[src/rtl/id_ex_stage_register.sv]
// ID/EX pipeline register: captures the decoded instruction and presents it to EX one cycle later.
// Update priority at each edge is reset > flush > freeze > load. A flush loads an all-zero bubble,
// so register numbers read as R0 with every enable low and cannot raise a false hazard.
module id_ex_stage_register #(
  parameter int unsigned DATA_WIDTH = 32
) (
  input  logic                  clk,
  input  logic                  reset,
  input  logic                  i_Freeze,
  input  logic                  i_Flush,
  input  logic [DATA_WIDTH-1:0] i_PC,
  input  logic [DATA_WIDTH-1:0] i_Val_Rn,
  input  logic [DATA_WIDTH-1:0] i_Val_Rm,
  input  logic [11:0]           i_Shift_Operand,
  input  logic [23:0]           i_Signed_Imm_24,
  input  logic [3:0]            i_Dest,
  input  logic [3:0]            i_Src_1,
  input  logic [3:0]            i_Src_2,
  input  logic [3:0]            i_Exe_Cmd,
  input  logic                  i_Mem_R_En,
  input  logic                  i_Mem_W_En,
  input  logic                  i_WB_En,
  input  logic                  i_B,
  input  logic                  i_S,
  input  logic                  i_I,
  input  logic [3:0]            i_Status,
  input  logic                  i_Valid,
  output logic [DATA_WIDTH-1:0] o_PC,
  output logic [DATA_WIDTH-1:0] o_Val_Rn,
  output logic [DATA_WIDTH-1:0] o_Val_Rm,
  output logic [11:0]           o_Shift_Operand,
  output logic [23:0]           o_Signed_Imm_24,
  output logic [3:0]            o_Dest,
  output logic [3:0]            o_Src_1,
  output logic [3:0]            o_Src_2,
  output logic [3:0]            o_Exe_Cmd,
  output logic                  o_Mem_R_En,
  output logic                  o_Mem_W_En,
  output logic                  o_WB_En,
  output logic                  o_B,
  output logic                  o_S,
  output logic                  o_I,
  output logic [3:0]            o_Status,
  output logic                  o_Valid
);

  typedef struct packed {
    logic [DATA_WIDTH-1:0] pc;
    logic [DATA_WIDTH-1:0] val_rn;
    logic [DATA_WIDTH-1:0] val_rm;
    logic [11:0]           shift_operand;
    logic [23:0]           signed_imm_24;
    logic [3:0]            dest;
    logic [3:0]            src_1;
    logic [3:0]            src_2;
    logic [3:0]            exe_cmd;
    logic                  mem_r_en;
    logic                  mem_w_en;
    logic                  wb_en;
    logic                  b;
    logic                  s;
    logic                  i;
    logic [3:0]            status;
    logic                  valid;
  } stage_t;

  stage_t stage_in;
  stage_t stage_d;
  stage_t stage_q;

  // Gather the decode-stage fields into one record.
  always_comb begin
    stage_in               = '0;
    stage_in.pc            = i_PC;
    stage_in.val_rn        = i_Val_Rn;
    stage_in.val_rm        = i_Val_Rm;
    stage_in.shift_operand = i_Shift_Operand;
    stage_in.signed_imm_24 = i_Signed_Imm_24;
    stage_in.dest          = i_Dest;
    stage_in.src_1         = i_Src_1;
    stage_in.src_2         = i_Src_2;
    stage_in.exe_cmd       = i_Exe_Cmd;
    stage_in.mem_r_en      = i_Mem_R_En;
    stage_in.mem_w_en      = i_Mem_W_En;
    stage_in.wb_en         = i_WB_En;
    stage_in.b             = i_B;
    stage_in.s             = i_S;
    stage_in.i             = i_I;
    stage_in.status        = i_Status;
    stage_in.valid         = i_Valid;
  end

  // Next state: flush inserts a bubble and wins over freeze; freeze holds; otherwise load.
  always_comb begin
    stage_d = stage_q;
    if (i_Flush) begin
      stage_d = '0;
    end else if (!i_Freeze) begin
      stage_d = stage_in;
    end
  end

  // Stage register with synchronous reset.
  always_ff @(posedge clk) begin
    if (reset) begin
      stage_q <= '0;
    end else begin
      stage_q <= stage_d;
    end
  end

  // Outputs come straight from the flops.
  always_comb begin
    o_PC            = stage_q.pc;
    o_Val_Rn        = stage_q.val_rn;
    o_Val_Rm        = stage_q.val_rm;
    o_Shift_Operand = stage_q.shift_operand;
    o_Signed_Imm_24 = stage_q.signed_imm_24;
    o_Dest          = stage_q.dest;
    o_Src_1         = stage_q.src_1;
    o_Src_2         = stage_q.src_2;
    o_Exe_Cmd       = stage_q.exe_cmd;
    o_Mem_R_En      = stage_q.mem_r_en;
    o_Mem_W_En      = stage_q.mem_w_en;
    o_WB_En         = stage_q.wb_en;
    o_B             = stage_q.b;
    o_S             = stage_q.s;
    o_I             = stage_q.i;
    o_Status        = stage_q.status;
    o_Valid         = stage_q.valid;
  end

endmodule

[config.mk]
export PLATFORM = sky130hd
export DESIGN_NAME = id_ex_stage_register
export DESIGN_NICKNAME = d
export VERILOG_FILES = /design/src/rtl/id_ex_stage_register.sv
export SDC_FILE = /design/constraint.sdc
export NUM_CORES = 1
export LEC_CHECK = 0
export ABC_AREA = 1
export CAP_MARGIN = 0
export CORE_MARGIN = 3
export CORE_UTILIZATION = 40
export DETAILED_ROUTE_END_ITERATION = 7
export GPL_TIMING_DRIVEN = 1
export PLACE_DENSITY = 0.82
export SLEW_MARGIN = 5
export SYNTH_ARGS = -nofsm -noshare
export SYNTH_HDL_FRONTEND = slang
export SYNTH_SLANG_ARGS = --single-unit
[constraint.sdc]
create_clock -name clk -period 1.3 [get_ports clk]
set_input_delay 0.26 -clock clk [delete_from_list [all_inputs] [get_ports clk]]
set_output_delay 0.26 -clock clk [all_outputs]
set_load 0.005 [all_outputs]
==> run summary <==
status: finished clean
DP Cell Count: 1513
R2R depth: 4
WL/cell: 12.4 um
Clock Sinks: 159
worst r2r src: o_Val_Rn[11]
pwr/cell area: 1150 mW/mm^2
crit path launch: o_I
sequential fraction of the synthesis area: 49.3%
core area: 0.0155 mm^2
Final ANT Viol Nets: 0
Buf/Inv on CP: 1
Rows: 45
total grt overflow: 0
post-CTS setup buffer count: 0
Pleak: 0.00517 uW
Worst Hold Depth: 3
worst IR drop on VDD: 0.996 mV
hold path startpoint: i_Freeze
Synth Instances: 1007
fill count: 1346
crit path capture type: output port
Min Hold Slack: 244 ps
critical path's top delay family: flip-flops
multi-input logic area: 0.00240 mm^2
Root Driver: clkbuf_16
largest net degree at the start of global routing: 57
Max-slew headroom: 79.9%
die area: 0.0177 mm^2
drt first pass iters: 5
Die Height: 133 um
Worst path slowest cell: dfxtp_1
RSZ-0062 raised after global routing: no
GPL Wtd Cong: 0.796
r2r endpoint: o_Val_Rn[11]
top-level port count: 322
Fmax achieved: 790 MHz
Slew @ Worst Pin: 302 ps
Starting Density: 41.7%
Detailed Place HPWL: 14300 um
Layout area overhead: 61.4%
synthesized area: 0.00646 mm^2
nets@finish: 1484
critical-path cell list: dlygate4sd2_1
Port-buffer cells: 321
TritonCTS Buffers: 17
Final Setup Violations: 0
Period Utilization, post-route: 97.3%
commonest cells after routing, fill and taps aside: nor2_1 (318), nand2_1 (318), clkdlybuf4s50_1 (161)
GRT Total Usage: 21.1%
reg2reg setup slack: 650 ps
CTS tree: built
Storage cell area: 0.00319 mm^2
vias in the first global route: 6033
worst skew pair latency: 410 ps
FF+latch count, synth: 159
H-tree depth: 4
Max Slew Vio Count: 0
CP max FO: 2
Via Count: 6524
first-pass GRT wire length: 29900 um
layout cells sized above 1: 5.71%
max incr delay on CP: 340 ps
pre-CTS setup slack: -196 ps
YS warnings: 0
Avg Cell Area, Syn: 6.41 um^2
initial antenna violation count: 0
Ant. Diodes: 0
Die W: 133 um
shortest period the worst path allows: 1270 ps
worst setup margin: 34.9 ps
clock slew at reported path FFs: 60 ps
Iter 0 DRT Violations: 207
post-synthesis cell type count: 8
# DRC: 0
Final Non-Filler Cells: 1543
Worst EP required: 1040 ps
syn nets: 1170
Min-Delay Path Class: primary input to flip-flop
WP data arrival: 1010 ps
CP Class: flip-flop to output port
WL final: 19100 um
Vias/cell: 4.23
WHS Endpoint: o_Signed_Imm_24[8]
clock skew: 0 ps
max-cap violations: 0
Clock Tree Buf Depth: 2
Hold Violations, Final: 0
Critical Path Start Type: flip-flop
kinds of logic after synthesis:
group	Yosys count	synth area share (%)
buffers and inverters	211	13.6
and+or+nand+nor	637	37.1
DFF	159	49.3
worst min-delay path, delay by kind of cell:
family	cells	cell delay (ps)
buffers and inverters	1	180
and+or+nand+nor	2	180
synth_stat cells (all sizes together):
cell | instances | area, um^2
buf | 44 | 250
clkbuf | 8 | 30.0
dfxtp | 159 | 3180
inv | 159 | 597
nand2 | 318 | 1190
nor2 | 319 | 1200
registers in the layout (all words and copies together), names as in the netlist, 4 cells and up:
register	flops
o_Dest	4
o_Val_Rn	32
o_Exe_Cmd	4
o_Src_1	4
o_Shift_Operand	12
o_Status	4
o_PC	32
o_Signed_Imm_24	24
o_Src_2	4
o_Val_Rm	32
metrics by stage:
step | utilization [%] | total power, uW | instance area [um^2] | setup TNS, ps
finish | 67.3 | 12000 | 10400 | 0
global placement | 64.6 | 7080 | 10000 | -19960
global route | 67.3 | 12500 | 10400 | 0
CTS | 67.3 | 12100 | 10400 | 0
detailed placement | 64.6 | 7120 | 10000 | -22850
floorplan | - | 5990 | 6460 | 0
worst max-delay path by stage:
stage	endpoint	slack [ps]	cells after the start
2_1_floorplan	o_PC[0]	340	5
3_3_place_gp	o_PC[24]	-170	5
3_5_place_dp	o_I	-200	5
4_1_cts	o_Val_Rm[19]	0.6	1
5_1_grt	o_Status[1]	0.03	1
6_report	o_I	30	1
layer usage:
metal | wire length (um) | vias to the layer above | GRT usage, %
li1 | - | 3462 | -
met1 | 7270 | 2816 | 21.8
met2 | 9900 | 208 | 38.9
met3 | 1410 | 38 | 7.53
met4 | 507 | 0 | 7.74
met5 | 0 | - | 0
cell type report:
| class | instances | share of cell area [%] |
|---|---|---|
| clock buffers | 25 | 4.75 |
| flip-flops and latches | 159 | 30.6 |
| well taps | 211 | 2.53 |
| inverters | 159 | 5.72 |
| clock inverters | 5 | 0.996 |
| multi-input cells | 637 | 23.0 |
| repair buffers | 347 | 32.4 |
power by group:
part / internal, uW / total, uW / switching [uW]
Combinational: 957 / 1690 / 731
Sequential: 5090 / 5190 / 100
Clock: 3210 / 5090 / 1880
Total: 9250 / 12000 / 2710
repair_timing:
item,4_1_cts,5_1_grt
setup endpoints to repair,159,71
hold buffers,0,0
gates resized for setup,174,82
(Power assumes the default switching activity.)
